===== src/rtl/lif_pkg.sv =====
// Shared width helpers, weight type and saturation for the LIF datapath.
// Used by the adder tree (ADDER_TREE_SAT_EN) and the membrane block.
package lif_pkg;

  localparam int W_W_DEF = 4;

  typedef logic signed [W_W_DEF-1:0] weight_t;

  function automatic int level_w(input int w_w, input int k);
    return w_w + k;
  endfunction

  function automatic int full_w(input int w_w, input int n_stage);
    return w_w + n_stage;
  endfunction

  // Clip a sign-extended value to the signed out_w-bit range.
  function automatic logic signed [31:0] saturate(
    input logic signed [31:0] x,
    input int                 out_w
  );
    logic signed [31:0] hi;
    logic signed [31:0] lo;
    hi = (32'sd1 <<< (out_w - 1)) - 32'sd1;
    lo = -hi - 32'sd1;
    if (x > hi) return hi;
    if (x < lo) return lo;
    return x;
  endfunction

endpackage


===== src/rtl/tree_add_level.sv =====
// One registered level of the adder tree: N_PAIRS sign-extending adders.
// Pair j sums operands 2j and 2j+1 of the previous level.
module tree_add_level #(
  parameter int IN_W    = 4,
  parameter int N_PAIRS = 8
) (
  input  logic                       clk,
  input  logic                       reset,
  input  logic                       en,
  input  logic                       in_valid,
  input  logic [2*N_PAIRS*IN_W-1:0]  in_data,
  output logic                       out_valid,
  output logic [N_PAIRS*(IN_W+1)-1:0] out_data
);

  localparam int OW = IN_W + 1;

  logic [N_PAIRS*OW-1:0] w_sum;
  logic [N_PAIRS*OW-1:0] r_data;
  logic                  r_valid;

  always_comb begin
    w_sum = '0;
    for (int j = 0; j < N_PAIRS; j++) begin
      w_sum[j*OW +: OW] =
        {in_data[(2*j+1)*IN_W-1], in_data[2*j*IN_W +: IN_W]} +
        {in_data[(2*j+2)*IN_W-1], in_data[(2*j+1)*IN_W +: IN_W]};
    end
  end

  always_ff @(posedge clk) begin
    if (reset) begin
      r_data  <= '0;
      r_valid <= 1'b0;
    end else if (en) begin
      r_data  <= w_sum;
      r_valid <= in_valid;
    end
  end

  assign out_data  = r_data;
  assign out_valid = r_valid;

endmodule


===== src/rtl/pipelined_weighted_adder_tree.sv =====
// Registered spike-gated weight adder tree, one level per enabled cycle.
// Define ADDER_TREE_SAT_EN for a saturating output and the sat_flag port.
module pipelined_weighted_adder_tree
  import lif_pkg::*;
#(
  parameter int N_STAGE = 4,
  parameter int W_W     = 4,
  parameter int OUT_W   = 8
) (
  input  logic                       clk,
  input  logic                       reset,
  input  logic                       en,
  input  logic                       in_valid,
  input  logic [2**N_STAGE-1:0]      spikes,
  input  logic [2**N_STAGE*W_W-1:0]  weights,
  output logic                       out_valid,
  output logic [OUT_W-1:0]           y_out,
`ifdef ADDER_TREE_SAT_EN
  output logic                       sat_flag,
`endif
  output logic                       busy
);

  localparam int N_IN   = 2**N_STAGE;
  localparam int FULL_W = full_w(W_W, N_STAGE);

  logic [N_IN*W_W-1:0]      r_g;
  logic                     r_v0;
  logic [N_STAGE:0]         w_vbus;
  logic signed [FULL_W-1:0] w_sum;

  always_ff @(posedge clk) begin
    if (reset) begin
      r_g  <= '0;
      r_v0 <= 1'b0;
    end else if (en) begin
      for (int i = 0; i < N_IN; i++) begin
        r_g[i*W_W +: W_W] <= spikes[i] ? weights[i*W_W +: W_W] : '0;
      end
      r_v0 <= in_valid;
    end
  end

  assign w_vbus[0] = r_v0;

  genvar k;
  for (k = 1; k <= N_STAGE; k++) begin : g_lvl
    localparam int IW = level_w(W_W, k - 1);
    localparam int NP = N_IN >> k;
    logic [2*NP*IW-1:0]   w_in;
    logic                 w_vin;
    logic [NP*(IW+1)-1:0] w_data;
    logic                 w_v;
    if (k == 1) begin : g_first
      assign w_in  = r_g;
      assign w_vin = r_v0;
    end else begin : g_next
      assign w_in  = g_lvl[k-1].w_data;
      assign w_vin = g_lvl[k-1].w_v;
    end
    tree_add_level #(
      .IN_W   (IW),
      .N_PAIRS(NP)
    ) u_lvl (
      .clk      (clk),
      .reset    (reset),
      .en       (en),
      .in_valid (w_vin),
      .in_data  (w_in),
      .out_valid(w_v),
      .out_data (w_data)
    );
    assign w_vbus[k] = w_v;
  end

  assign w_sum     = g_lvl[N_STAGE].w_data;
  assign out_valid = w_vbus[N_STAGE];
  assign busy      = |w_vbus;

`ifdef ADDER_TREE_SAT_EN
  logic signed [31:0] w_wide;
  logic signed [31:0] w_clip;
  // Narrowing reads the final register, so the flag is registered with y_out.
  assign w_wide   = 32'(w_sum);
  assign w_clip   = saturate(w_wide, OUT_W);
  assign y_out    = w_clip[OUT_W-1:0];
  assign sat_flag = (w_clip != w_wide);
`else
  assign y_out = w_sum[OUT_W-1:0];
`endif

endmodule


===== config.mk =====
export PLATFORM = sky130hd
export DESIGN_NAME = pipelined_weighted_adder_tree
export DESIGN_NICKNAME = d
export VERILOG_FILES = /design/src/rtl/lif_pkg.sv /design/src/rtl/tree_add_level.sv /design/src/rtl/pipelined_weighted_adder_tree.sv
export SDC_FILE = /design/constraint.sdc
export NUM_CORES = 1
export LEC_CHECK = 0
export ABC_AREA = 1
export CAP_MARGIN = 30
export CORE_UTILIZATION = 37
export DETAILED_ROUTE_END_ITERATION = 8
export GPL_TIMING_DRIVEN = 1
export HOLD_SLACK_MARGIN = 0.05
export PLACE_DENSITY_LB_ADDON = 0.15
export SETUP_SLACK_MARGIN = 0.2
export SKIP_CTS_REPAIR_TIMING = 1
export SLEW_MARGIN = 0
export SYNTH_ARGS = -nofsm -noshare
export SYNTH_HDL_FRONTEND = slang
export SYNTH_HIERARCHICAL = 1
export SYNTH_SLANG_ARGS = --single-unit

===== constraint.sdc =====
create_clock -name clk -period 1.65 [get_ports clk]
set_input_delay 0.33 -clock clk [delete_from_list [all_inputs] [get_ports clk]]
set_output_delay 0.33 -clock clk [all_outputs]
set_load 0.02 [all_outputs]

==> results.md <==
- Outcome: complete, but fails checks
- Failing checks: design-rule violations
- Ratio of cells with drive above 1 in the final layout: 0.113
- H-tree levels: 4
- Site row count: 54
- Dpl ws: roughly 90 ps
- Number of sinks handled by clock tree synthesis: 155
- Count of port buffers added during placement: between 90 and 100
- Power Density: a little over 900 mW/mm2
- Max-cap viol count: 0
- Global-route usage over all layers: 0.160
- Number of global-route vias before repair: between 6000 and 7000
- Antenna viol nets, final: 0
- WL final: 17.9 mm
- Area share of the largest cell type after synthesis: 0.371
- Area grow syn2layout: 23.8%
- Clk root buf: clkbuf_16
- Area leader, netlist: dfxtp_1
- Headroom to the max-slew limit: 0.752
- Final Critical Period: 1550 ps
- Area post-placement: 0.00943 mm2
- Commonest cells post-synth: 222 x nand2_1, 155 x dfxtp_1, 155 x nor2_1
- Setup CP Type: reg -> out
- Max Clock Freq: 644 MHz
- Setup TNS: 0 ps
- Count of final max-slew check failures: 0
- Final setup violation count: 0
- Worst-case vdd ir drop: roughly 0.00061 V
- Static power due to leakage: 4.66 nW
- Initial Util: 0.381
- Residual overflow from global routing: 0
- Number of placed cells counting well taps: 1456
- Sort of element at the start of the critical path: register
- Synthesized area divided by synthesized cell count: 7.46 um2
- Area of the die: 0.0232 mm2
- Top cells by area, synth: dfxtp_1 37%, ha_1 11%, nand2_1 10%
- Filler cell count: 2231
- Critical path fanouts, max: 3
- Latest clock arrival within the worst-skew pair: around 420 ps
- Ports: 94
- Clock transition time at the flip-flop clock pins of the worst setup and hold paths: 60 ps
- Final design instance area without fill: between 0.01 and 0.015 mm2
- Floorplan Core Area: ~0.022 mm2
- Number of iterations in the first detailed-routing pass: 7
- Worst hold-check path type: in -> reg
- Detailed router's first-iteration violation count: around 270
- Detailed-placement wirelength estimate: between 10 and 15 mm
- Slew at the pin closest to its max-slew limit: 371 ps
- Final net count: between 1000 and 1500
- Synthesized cell area: 0.00836 mm2
- Worst R2R Start: g_lvl[2].u_lvl/out_data[6]$_SDFFE_PP0P_
- Hold violation total from the final report: 0
- Number of unique standard cell types used by synthesis: 34
- Worst Path Required: 1320 ps
- Unrepaired setup endpoints after global routing: yes
- Vias: 6981
- Crit share post-route: 0.942
- Vertical extent of the die: 152 um
- Antenna Diode Count: 0
- Clock buffers created by TritonCTS: 17
- Max Root-Sink Buffers: 2
- Clock Skews: 9.97 ps
- Global-route wire length before repair: 30.6 mm
- Number of instances in the synthesized netlist: 1120
- Initial antenna violation count: 0
- Reg-to-reg setup timing slack: 150 ps
- Arrival time of the worst setup path: 1220 ps
- DRC Markers: 2
- Yosys synthesis warning count: 6
- Most numerous cell in the Yosys netlist: nand2_1
- Predominant post-synthesis flop cell: dfxtp_1
- Routability-driven placement congestion ratio: approximately 0.80
- Part of the Yosys area used for sequential elements: 0.371
- Timing startpoint of the critical path: g_lvl[2].u_lvl/out_valid$_SDFFE_PP0P_
- EDFF count, synth: 0
- Min-delay src: reset
- Number of nets produced by synthesis: 1290
- Post-layout instance count excluding filler cells: 1492
- Share of flip-flops with an asynchronous set or reset: 0
- Maximum number of pins on one net before global-route repair: 66
- X dimension of the die: roughly 150 um
- Kind of end point of the critical path: primary output
- Power, Total: roughly 9.6 mW
- Per-cell routed wire length: 12.0 um
- CTS tree: yes
- Mean number of vias per cell: 4.68
- FF+latch count, synth: between 150 and 200
- Post-route worst setup slack: 96.3 ps
## critical path, cell delays in order, from the launching register on
cell and delay (ps):
dfxtp_1 320, nor3_1 190, nand2_1 80, dlymetal6s2s_1 210
## sequential cells by signal (all words and copies together) (netlist names)
name and flops:
g_lvl.u_lvl/out_data 86, g_lvl.u_lvl/out_valid 4, g_lvl.w_in 64, g_lvl.w_vin 1
## report_power, final
part,total [mW],switching (mW),internal (mW)
Clock,4.02,1.60,2.42
Sequential,4.12,0.163,3.96
Combinational,1.46,0.763,0.692
Total,9.60,2.53,7.07
## layer usage
| layer | wire length (um) | GRT usage |
|---|---|---|
| met5 | 0 | 0 |
| met4 | 195 | 0.0583 |
| met3 | 512 | 0.0299 |
| met2 | 8040 | 0.253 |
| met1 | 9180 | 0.216 |
## cells in the final DEF, fill, tap and decap left out, drive strengths merged
master         count
nand2            228
nor2             157
dfxtp            155
a21oi            123
nand3            112
inv              108
clkdlybuf4s50     81
ha                71
o21ai             56
clkbuf            18
buf               18
or2               16
fa                15
xnor2             11
dlymetal6s2s      10
xor2               8
nor3               6
clkinv             6
clkinvlp           4
nand3b             4
bufinv             3
o21bai             1
a211oi             1
## final timing paths
check / end / cells past startpoint
hold / removal: g_lvl[3].u_lvl/out_data[13]$_SDFFE_PP0P_ / 2
hold reg to reg: g_lvl[1].w_in[39]$_SDFFE_PP0P_ / 2
setup / recovery: busy / 3
setup reg to reg: g_lvl[3].u_lvl/out_data[6]$_SDFFE_PP0P_ / 11
## logic make-up after synthesis
kind of cell | after synthesis | share of synthesized area
xor+xnor | 19 | 0.0199
fa+ha+maj | 86 | 0.142
flops | 155 | 0.371
buf+inv | 156 | 0.0940
simple gates | 523 | 0.263
compound gates | 181 | 0.110
## metrics by stage
step,utilization,hold WS (ps)
2_1_floorplan,-,440
3_3_place_gp,0.429,456
3_5_place_dp,0.429,462
4_1_cts,0.457,288
5_1_grt,0.471,298
6_report,0.471,295
## final cells by class
type	instances	area, um2	share of cell area
Clock buffer	18	439	0.0424
Clock inverter	14	170	0.0164
Inverter	107	404	0.0391
Multi-Input combinational cell	809	4700	0.454
Sequential cell	155	3120	0.301
Tap cell	280	350	0.0339
Timing Repair Buffer	109	1160	0.112
Power figures use the tool's default switching activity.
